--- src/rtl/uart_cmd_pkg.sv ---
// Shared constants and encodings for the UART command decoder.
// Echo support is enabled with the UART_CMD_ECHO_EN macro.
package uart_cmd_pkg;

  localparam logic [7:0] ASC_0   = 8'h30;
  localparam logic [7:0] ASC_5   = 8'h35;
  localparam logic [7:0] ASC_9   = 8'h39;
  localparam logic [7:0] ASC_ESC = 8'h1B;
  localparam logic [7:0] ASC_T_U = 8'h54;
  localparam logic [7:0] ASC_T_L = 8'h74;
  localparam logic [7:0] ASC_A_U = 8'h41;
  localparam logic [7:0] ASC_A_L = 8'h61;
  localparam logic [7:0] ASC_CR  = 8'h0D;
  localparam logic [7:0] ASC_QM  = 8'h3F;

  localparam logic [2:0] ST_IDLE    = 3'd0;
  localparam logic [2:0] ST_GET_M10 = 3'd1;
  localparam logic [2:0] ST_GET_M1  = 3'd2;
  localparam logic [2:0] ST_GET_S10 = 3'd3;
  localparam logic [2:0] ST_GET_S1  = 3'd4;

  typedef enum logic [2:0] {
    IDLE    = ST_IDLE,
    GET_M10 = ST_GET_M10,
    GET_M1  = ST_GET_M1,
    GET_S10 = ST_GET_S10,
    GET_S1  = ST_GET_S1
  } state_e;

  localparam logic CMD_TIME_V  = 1'b0;
  localparam logic CMD_ALARM_V = 1'b1;

  typedef enum logic {
    CMD_TIME  = CMD_TIME_V,
    CMD_ALARM = CMD_ALARM_V
  } cmd_e;

endpackage

--- src/rtl/ascii_bcd_check.sv ---
// ASCII digit to BCD converter with range check.
// Upper bound is '5' for tens positions, '9' otherwise.
module ascii_bcd_check
  import uart_cmd_pkg::*;
(
  input  logic [7:0] data_i,
  input  logic       max_is_5_i,
  output logic [3:0] bcd_o,
  output logic       valid_o
);

  logic [7:0] hi;

  assign hi      = max_is_5_i ? ASC_5 : ASC_9;
  assign valid_o = (data_i >= ASC_0) && (data_i <= hi);
  // '0'..'9' are 0x30..0x39, so the low nibble is the digit
  assign bcd_o   = data_i[3:0];

endmodule

--- src/rtl/uart_cmd_decoder.sv ---
// Parses <cmd><M10><M1><S10><S1> keystrokes into BCD load strobes.
// Define UART_CMD_ECHO_EN to echo accepted bytes on dec_tx_data.
module uart_cmd_decoder
  import uart_cmd_pkg::*;
#(
  parameter int TIMEOUT_SECS = 5,
  parameter int TO_W         = 3
) (
  input  logic       clk,
  input  logic       rst,
  input  logic       oneSecStrb,
  input  logic [7:0] bu_rx_data,
  input  logic       bu_rx_data_rdy,
  output logic       ld_time,
  output logic       ld_alarm,
  output logic [3:0] ld_Mtens,
  output logic [3:0] ld_Mones,
  output logic [3:0] ld_Stens,
  output logic [3:0] ld_Sones,
  output logic       cmd_err,
  output logic       busy,
  output logic [7:0] dec_tx_data,
  output logic       dec_tx_data_rdy
);

  localparam logic [TO_W-1:0] TO_LAST =
    TO_W'(TIMEOUT_SECS - 1);
  localparam logic TO_EN = (TIMEOUT_SECS != 0);

  state_e state_q, state_d;
  cmd_e   type_q, type_d;

  logic [TO_W-1:0] cnt_q, cnt_d;

  logic [3:0] m10_q, m10_d;
  logic [3:0] m1_q, m1_d;
  logic [3:0] s10_q, s10_d;

  logic [3:0] ldm10_q, ldm10_d;
  logic [3:0] ldm1_q, ldm1_d;
  logic [3:0] lds10_q, lds10_d;
  logic [3:0] lds1_q, lds1_d;

  logic ldt_q, ldt_d;
  logic lda_q, lda_d;
  logic err_q, err_d;

  logic       in_cmd;
  logic       is_t, is_a, is_esc;
  logic       max5;
  logic [3:0] bcd;
  logic       dig_ok;
  logic       to_hit;

  assign in_cmd = (state_q != IDLE);
  assign is_t   = (bu_rx_data == ASC_T_U) ||
                  (bu_rx_data == ASC_T_L);
  assign is_a   = (bu_rx_data == ASC_A_U) ||
                  (bu_rx_data == ASC_A_L);
  assign is_esc = (bu_rx_data == ASC_ESC);
  assign max5   = (state_q == GET_M10) ||
                  (state_q == GET_S10);

  // A byte in the same cycle always wins over the timeout
  assign to_hit = TO_EN && in_cmd && oneSecStrb &&
                  !bu_rx_data_rdy && (cnt_q == TO_LAST);

  ascii_bcd_check u_chk (
    .data_i     (bu_rx_data),
    .max_is_5_i (max5),
    .bcd_o      (bcd),
    .valid_o    (dig_ok)
  );

  // Next-state, shadow digits, commit and abort decisions
  always_comb begin
    state_d = state_q;
    type_d  = type_q;
    cnt_d   = cnt_q;
    m10_d   = m10_q;
    m1_d    = m1_q;
    s10_d   = s10_q;
    ldm10_d = ldm10_q;
    ldm1_d  = ldm1_q;
    lds10_d = lds10_q;
    lds1_d  = lds1_q;
    ldt_d   = 1'b0;
    lda_d   = 1'b0;
    err_d   = 1'b0;
    if (bu_rx_data_rdy) begin
      cnt_d = '0;
      if (!in_cmd) begin
        if (is_t) begin
          type_d  = CMD_TIME;
          state_d = GET_M10;
        end else if (is_a) begin
          type_d  = CMD_ALARM;
          state_d = GET_M10;
        end
      end else if (is_esc) begin
        state_d = IDLE;
      end else if (!dig_ok) begin
        err_d   = 1'b1;
        state_d = IDLE;
      end else begin
        unique case (state_q)
          GET_M10: begin
            m10_d   = bcd;
            state_d = GET_M1;
          end
          GET_M1: begin
            m1_d    = bcd;
            state_d = GET_S10;
          end
          GET_S10: begin
            s10_d   = bcd;
            state_d = GET_S1;
          end
          default: begin
            ldm10_d = m10_q;
            ldm1_d  = m1_q;
            lds10_d = s10_q;
            lds1_d  = bcd;
            ldt_d   = (type_q == CMD_TIME);
            lda_d   = (type_q == CMD_ALARM);
            state_d = IDLE;
          end
        endcase
      end
    end else if (to_hit) begin
      err_d   = 1'b1;
      state_d = IDLE;
      cnt_d   = '0;
    end else if (!in_cmd) begin
      cnt_d = '0;
    end else if (TO_EN && oneSecStrb) begin
      cnt_d = cnt_q + 1'b1;
    end
  end

  // State, counter, digits and strobe registers
  always_ff @(posedge clk) begin
    if (rst) begin
      state_q <= IDLE;
      type_q  <= CMD_TIME;
      cnt_q   <= '0;
      m10_q   <= '0;
      m1_q    <= '0;
      s10_q   <= '0;
      ldm10_q <= '0;
      ldm1_q  <= '0;
      lds10_q <= '0;
      lds1_q  <= '0;
      ldt_q   <= 1'b0;
      lda_q   <= 1'b0;
      err_q   <= 1'b0;
    end else begin
      state_q <= state_d;
      type_q  <= type_d;
      cnt_q   <= cnt_d;
      m10_q   <= m10_d;
      m1_q    <= m1_d;
      s10_q   <= s10_d;
      ldm10_q <= ldm10_d;
      ldm1_q  <= ldm1_d;
      lds10_q <= lds10_d;
      lds1_q  <= lds1_d;
      ldt_q   <= ldt_d;
      lda_q   <= lda_d;
      err_q   <= err_d;
    end
  end

  assign ld_time  = ldt_q;
  assign ld_alarm = lda_q;
  assign cmd_err  = err_q;
  assign busy     = in_cmd;
  assign ld_Mtens = ldm10_q;
  assign ld_Mones = ldm1_q;
  assign ld_Stens = lds10_q;
  assign ld_Sones = lds1_q;

`ifdef UART_CMD_ECHO_EN
  logic [7:0] new_b;
  logic       new_v;
  logic       cr_now;
  logic [7:0] tx_q, tx_d;
  logic       txv_q, txv_d;
  logic [7:0] hold_q, hold_d;
  logic       holdv_q, holdv_d;

  // CR trails the last digit's echo by one cycle
  assign cr_now = ldt_q || lda_q;

  // Echo byte produced by this cycle's input
  always_comb begin
    new_v = 1'b0;
    new_b = '0;
    if (bu_rx_data_rdy) begin
      if (!in_cmd) begin
        new_v = is_t || is_a;
        new_b = bu_rx_data;
      end else if (!is_esc) begin
        new_v = 1'b1;
        new_b = !dig_ok ? ASC_QM : bu_rx_data;
      end
    end else if (to_hit) begin
      new_v = 1'b1;
      new_b = ASC_QM;
    end
  end

  // Output slot: CR first, then a held echo, then new echo
  always_comb begin
    txv_d   = new_v;
    tx_d    = new_b;
    holdv_d = 1'b0;
    hold_d  = '0;
    if (cr_now || holdv_q) begin
      txv_d   = 1'b1;
      tx_d    = cr_now ? ASC_CR : hold_q;
      holdv_d = new_v;
      hold_d  = new_b;
    end
  end

  // Echo registers
  always_ff @(posedge clk) begin
    if (rst) begin
      tx_q    <= '0;
      txv_q   <= 1'b0;
      hold_q  <= '0;
      holdv_q <= 1'b0;
    end else begin
      tx_q    <= txv_d ? tx_d : 8'h00;
      txv_q   <= txv_d;
      hold_q  <= hold_d;
      holdv_q <= holdv_d;
    end
  end

  assign dec_tx_data     = tx_q;
  assign dec_tx_data_rdy = txv_q;
`else
  assign dec_tx_data     = 8'h00;
  assign dec_tx_data_rdy = 1'b0;
`endif

endmodule

--- config.mk ---
export PLATFORM = sky130hd
export DESIGN_NAME = uart_cmd_decoder
export DESIGN_NICKNAME = d
export VERILOG_FILES = /design/src/rtl/uart_cmd_pkg.sv /design/src/rtl/ascii_bcd_check.sv /design/src/rtl/uart_cmd_decoder.sv
export SDC_FILE = /design/constraint.sdc
export NUM_CORES = 1
export LEC_CHECK = 0
export ABC_CLOCK_PERIOD_IN_PS = 3590
export CAP_MARGIN = 5
export CORE_MARGIN = 2
export CORE_UTILIZATION = 30
export DETAILED_ROUTE_END_ITERATION = 10
export SLEW_MARGIN = 20
export SYNTH_ARGS = -nofsm -noshare
export SYNTH_HDL_FRONTEND = slang
export SYNTH_SLANG_ARGS = --single-unit
--- constraint.sdc ---
create_clock -name clk -period 3.59 [get_ports clk]
set_input_delay 1.077 -clock clk [delete_from_list [all_inputs] [get_ports clk]]
set_output_delay 1.077 -clock clk [all_outputs]
set_load 0.01 [all_outputs]
==> run metrics <==
met2 wire length=1950 um; setup TNS=0 ns; Post-synth EDFFs=0; DP Area=2180 um^2; I/O Buffers=31; unrepaired setup endpoints after global routing=no; post-cts resize count=0; DRC viols=0; row count=28; Final ANT Viol Nets=0; fin nets=259; DR WL met3=169 um; Worst setup SP type=primary input; Critical Path Sink=ld_alarm; die footprint=6700 um^2; Final setup viols=0; cells on worst reg2reg path=8; hold_sp=type_q; Clock Latency Late Sink=0.29 ns; dpl hpwl=2870 um; Num CTS Buffers=5; post-DR wirelength/cell=13.2 um; top cells by area, synth=dfxtp_1 42%, a21oi_1 8.5%, nand3_1 8.5%, o21ai_1 4.4%, buf_4 4.1%; number of DRC violations after detailed-routing iteration 0=64; top cells by count, synth=38 x dfxtp_1, 31 x a21oi_1, 31 x nand3_1; Met1 Routed Length=2070 um; Tot GR Track Use=13.6%; Die Y=81.9 um; synthesized instance count=214; initial antenna violation count=0; reg2reg setup slack=1.43 ns; initial core utilization=30.9%; worst slack at placement=0.483 ns; #FFs+latches synth=38; DR vias/cell=5.03; worst min path class=reg2reg; worst-path fanout max=24; maxcap violations=0; final clock skew=0.00242 ns; Arr. time, crit path=3.03 ns; post-layout min period=2.82 ns; fin. max-slew vios=0; CTS Root Buffer Type=clkbuf_8; Max Freq=0.354 GHz; most instantiated library cell after synthesis=dfxtp_1; final hold viol count=0; Tcrit/Tclk final=78.6%; Synth top area share=41.8%; CTS Buffer Depth=2; clk sinks=38; Post-CTS Setup Bufs=0; io pins=41; hold_buf cts=0; synth warn=0; Core Region=5890 um^2; clock-pin slew on the worst setup and hold paths=0.07 ns; Worst setup startpoint=bu_rx_data[3]; Synth Flop Type=dfxtp_1; RePlAce Congestion=0.767; vias in the first global route=1473; vias post-DR=1603; CP endpoint kind=flop; sequential fraction of the synthesis area=41.8%; largest net degree at the start of global routing=36; grt total ovfl=0; antenna cells=0; ys async rst share=0%; CTS tree=built; Mapped Avg Cell Area=8.50 um^2; H-tree depth=2; First-pass DRT Iterations=4; Max rail drop VDD=0.195 mV; Crit path required time=3.80 ns; Leak=0.000736 uW; crit path kind=in2reg; Area growth syn-to-layout=25.0%; layout cell share with drive strength beyond 1=9.02%; top sig layer=met4; Final Cell Area=2270 um^2; r2r endpoint=ld_alarm; dominant cell type by area after synthesis=dfxtp_1; Die Wd=81.9 um; first-pass GRT wire length=7110 um; Power Dens Cells=349 nW/um^2; Final WS setup=0.769 ns; post-synthesis instance area=1820 um^2; outcome=completed; final WL=4220 um; worst hold stages=1; library cells used by synthesis=46; Worst R2R Start=state_q[0]
per-stage QoR:
stage	util [%]	hold slack, ns	cells	total power (uW)
after floorplan	-	0.414	222	478
after global placement	37.1	0.431	311	500
after detailed placement	37.1	0.444	311	500
after CTS	38.6	0.455	319	801
after global routing	38.6	0.466	319	827
final	38.6	0.457	319	793
worst min path at each step:
stage / slack [ns] / to
6_report: 0.46 / ld_time
5_1_grt: 0.47 / ld_time
4_1_cts: 0.45 / ld_time
3_5_place_dp: 0.44 / ld_time
3_3_place_gp: 0.43 / ld_time
2_1_floorplan: 0.41 / ld_time
sequential cells by signal, summed over array words and instances (netlist names), 3 cells and up:
signal	count
ld_Mtens	4
m10_q	4
state_q	3
ld_Sones	4
ld_Mones	4
ld_Stens	4
s10_q	4
cnt_q	3
m1_q	4
logic make-up (layout without fill, tap and decap cells):
| family | count (synthesis) | in the layout | synth area share [%] |
|---|---|---|---|
| flip-flops | 38 | 38 | 41.8 |
| adder cells (fa/ha/maj) | 4 | 4 | 2.75 |
| AO/OA/AOI/OAI | 71 | 71 | 22.1 |
| AND/OR/NAND/NOR | 68 | 68 | 22.6 |
| multiplexers | 1 | 1 | 0.550 |
| buffers and inverters | 29 | 51 | 9.08 |
| XOR/XNOR | 2 | 2 | 0.963 |
| other | 1 | 9 | 0.206 |
cell usage in the layout (no fill, tap or decap), types with 2 or more instances in the layout:
master           instances
a21oi_1                 31
a31oi_1                  2
and4_1                   4
buf_4                    7
clkbuf_8                 6
clkdlybuf4s50_1         31
conb_1                   9
dfxtp_1                 38
ha_1                     4
inv_1                    3
nand2_1                  5
nand3_1                 31
nand4_1                  5
nor2_1                   6
nor2b_1                  2
nor3_1                   2
nor4bb_1                 2
o21ai_0                 12
o21ai_1                 16
cell type report:
cell class | instances | area [um^2]
clock buffers | 7 | 86.3
clock inverters | 1 | 5.00
fillers | 630 | 3610
inverters | 4 | 15.0
multi-input cells | 155 | 930
flip-flops and latches | 38 | 761
well taps | 75 | 93.8
repair buffers | 39 | 383
report_power, final:
group | total [uW] | switching, uW | internal [uW]
clock network | 302 | 147 | 155
logic | 69.8 | 43.9 | 25.8
registers | 421 | 0.171 | 421
total | 793 | 191 | 602
metal layers:
layer,track usage (%),up-vias
li1,-,823
met1,17.5,746
met2,22.4,29
met3,4.18,5
met4,3.00,0
met5,0,-
worst max-delay path, stage by stage:
cell and delay [ns]:
clkdlybuf4s50_1 0.55, ha_1 0.33, a2bb2oi_2 0.16, o22ai_2 0.40
buf_12 0.22, nand2_1 0.09, nor3b_1 0.19
No activity file was read; power rests on OpenSTA's default activity.
==> RTL edit (config.mk and constraints unchanged) <==
`m1_q` no longer has a reset.
--- a/src/rtl/uart_cmd_decoder.sv
+++ b/src/rtl/uart_cmd_decoder.sv
@@ -146,5 +146,4 @@
       cnt_q   <= '0;
       m10_q   <= '0;
-      m1_q    <= '0;
       s10_q   <= '0;
       ldm10_q <= '0;
@@ -160,5 +159,4 @@
       cnt_q   <= cnt_d;
       m10_q   <= m10_d;
-      m1_q    <= m1_d;
       s10_q   <= s10_d;
       ldm10_q <= ldm10_d;
@@ -170,4 +168,8 @@
       err_q   <= err_d;
     end
+  end
+
+  always_ff @(posedge clk) begin
+    m1_q <= m1_d;
   end
 
Check against the original RTL: same outputs for any inputs over 10 cycles, from zero or initial values and one cycle with rst high; that may be too few to reach the edited logic, so the function may still have changed.
==> RTL edit against the unedited design <==
  * Sequential cell count unchanged
  * First-iteration DRC count decreased by 58%
  * Area after synthesis decreased by 5.7%
  * Worst hold slack got worse by 2.9 ps
  * Largest cell class unchanged
  * Wire length decreased by 24%
  * Worst setup slack got worse by 190 ps
  * Final area decreased by 5.6%
  * Total power decreased by 6.0%
==> RTL edit: results (changes against the unedited design) <==
Run status
  – Outcome: finished clean

Clock network
  – Number of H-tree levels: 2 (unchanged)
  – Bufs on Longest Clock Path: 2 (unchanged)
  – PostCTS Resize Cnt: 0 (unchanged)
  – Worst-Skew Late Latency: 280 ps
  – Clock root buffer: clkbuf_8
  – Register clock-pin slew on the reported worst setup and hold paths: 70 ps (about the same)
  – Setup Fix Bufs, Post-CTS: 0 (unchanged)
  – TritonCTS buffer count: 5 (unchanged)

Routing
  – WL final: 3210 um (-24%)
  – Starting DRC count in detailed routing: 27 (-58%)
  – DR pass1 iterations: 4 (unchanged)
  – Via/cell ratio: 4.375 (-13%)

Timing
  – Fin. max-slew vios: 0 (unchanged)
  – Worst Clk Skew: 4.796 ps (+2.381 ps)
  – Final number of hold-violating endpoints: 0 (unchanged)
  – Slew HR: 0.5775

Global route
  – Met1 Track Usage GR: 0.1543 (-0.02060)
  – Vias in the first global route: 1130 (-23%)
  – First-pass GRT wire length: 5595 um (-21%)
  – Met2 Use GR: 0.1630 (-0.06055)
  – Pin count of the biggest net entering global routing: 41 (+14%)
  – Global-route usage over all layers: 0.1115 (-0.02449)
  – Initial antenna violation count: 0 (unchanged)
  – M3 GR Usage: 0.03281 (-0.008953)

Power and ir drop
  – Leakage power: 0.0008272 uW (+12%)
  – Worst VDD drop: 0.0002513 V (+29%)

Synthesis
  – Sequential area share after synthesis: 0.4668 (+0.04866)
  – FFs w/ async S/R, synth: 0 (unchanged)
  – Number of synthesized flops with an enable pin: 4 (+4)
  – Synth top cells by count: 34 x dfxtp_1, 27 x nand2b_1, 19 x mux2i_1, 9 x buf_4, 9 x nor2_1
  – Synth cell types: 38 (-17%)
  – Ys Warns: 0 (unchanged)
  – Synth top area cells: dfxtp_1 40%, mux2i_1 11%, nand2b_1 9.8%

Worst setup path
  – CP arrival: 3220 ps (+190 ps)
  – Reg2reg start: state_q[2]
  – Crit Path Category: primary input to flip-flop
  – Maximum fanout along the worst path: 12 (-50%)
  – Crit path from: bu_rx_data[2]

Cells and area
  – Final nets: 218 (-16%)
  – FILL cells: 563 (-11%)
  – ANT cells: 0 (unchanged)
  – Share of layout cells above drive strength 1: 0.07882 (-0.01135)

Hold path
  – Hold_sp: type_q
  – Hold Crit Class: flip-flop to flip-flop

Placed design
  – PortBufs: 31 (unchanged)
  – Final Wtd Congestion: 0.7652 (-0.20%)
  – Post-DP HPWL: 2305 um (-20%)

Run
  – Maxcap violations: 0 (unchanged)
-- RTL edit: changes by cell type after synthesis, sizes merged, moves of 5 or more --
| cell | delta |
|---|---|
| nand2b | +26 |
| o21ai | -20 |
| nand3 | -30 |
| nand4 | -5 |
| clkbuf | -5 |
| a21oi | -28 |
| mux2i | +18 |
-- RTL edit: area by class of cell --
type	count	area, um2	share of cell area
Multi-Input combinational cell	117	819.5	0.3817
Tap cell	72	90.09	0.04196
Timing Repair Buffer	34	332.8	0.1550
Clock inverter	2	8.758	0.004079
Inverter	6	22.52	0.01049
Sequential cell	38	800.8	0.3730
Clock buffer	6	72.57	0.03380
-- RTL edit: final timing paths --
path                               endpoint  slack [ps]  cells after the start
worst min-delay path                ld_time         450                      1
worst max-delay path            ld_Stens[1]         580                      6
worst max register to register  ld_Stens[1]        1050                      7
worst min register to register      ld_time         450                      1
-- RTL edit: where the power goes --
group | internal (uW) | total, uW | switching, uW
clock | 133 | 268 | 134
combinational | 24.0 | 48.4 | 24.4
sequential | 429 | 429 | 0.484
total | 586 | 745 | 159
-- RTL edit: logic make-up after synthesis --
kind of cell	after synthesis	share of synthesized area
mux	20	0.1174
other cells	1	0.002186
compound gates	18	0.06929
fa+ha+maj	4	0.02918
buf+inv	22	0.07293
xor+xnor	3	0.01532
flops	38	0.4668
simple gates	63	0.2268
-- RTL edit: per-layer routing --
metal | wire length (um) | vias up
li1 | - | 631
met1 | 1613 | 542
met2 | 1422 | 26
met3 | 130 | 4
met4 | 43 | 0
met5 | 0 | -
-- RTL edit: critical path: stages --
cell	delay, ps
clkdlybuf4s50_1	430
ha_1	320
a211oi_1	370
o311a_1	490
and2_4	330
mux2i_1	200
-- RTL edit: per-stage QoR --
step / power (uW) / instances / hold slack (ps) / instance area [um2] / worst slack (ps)
CTS: 755.6 / 275 / 455.7 / 2147 / 592.3
detailed placement: 487.7 / 267 / 439.3 / 2066 / 310.7
floorplan: 471.1 / 177 / 418.2 / 1745 / 969.7
finish: 745.5 / 275 / 454.2 / 2147 / 577.8
global route: 779.2 / 275 / 492.7 / 2147 / 442.3
global placement: 488.4 / 267 / 442.0 / 2066 / 371.8
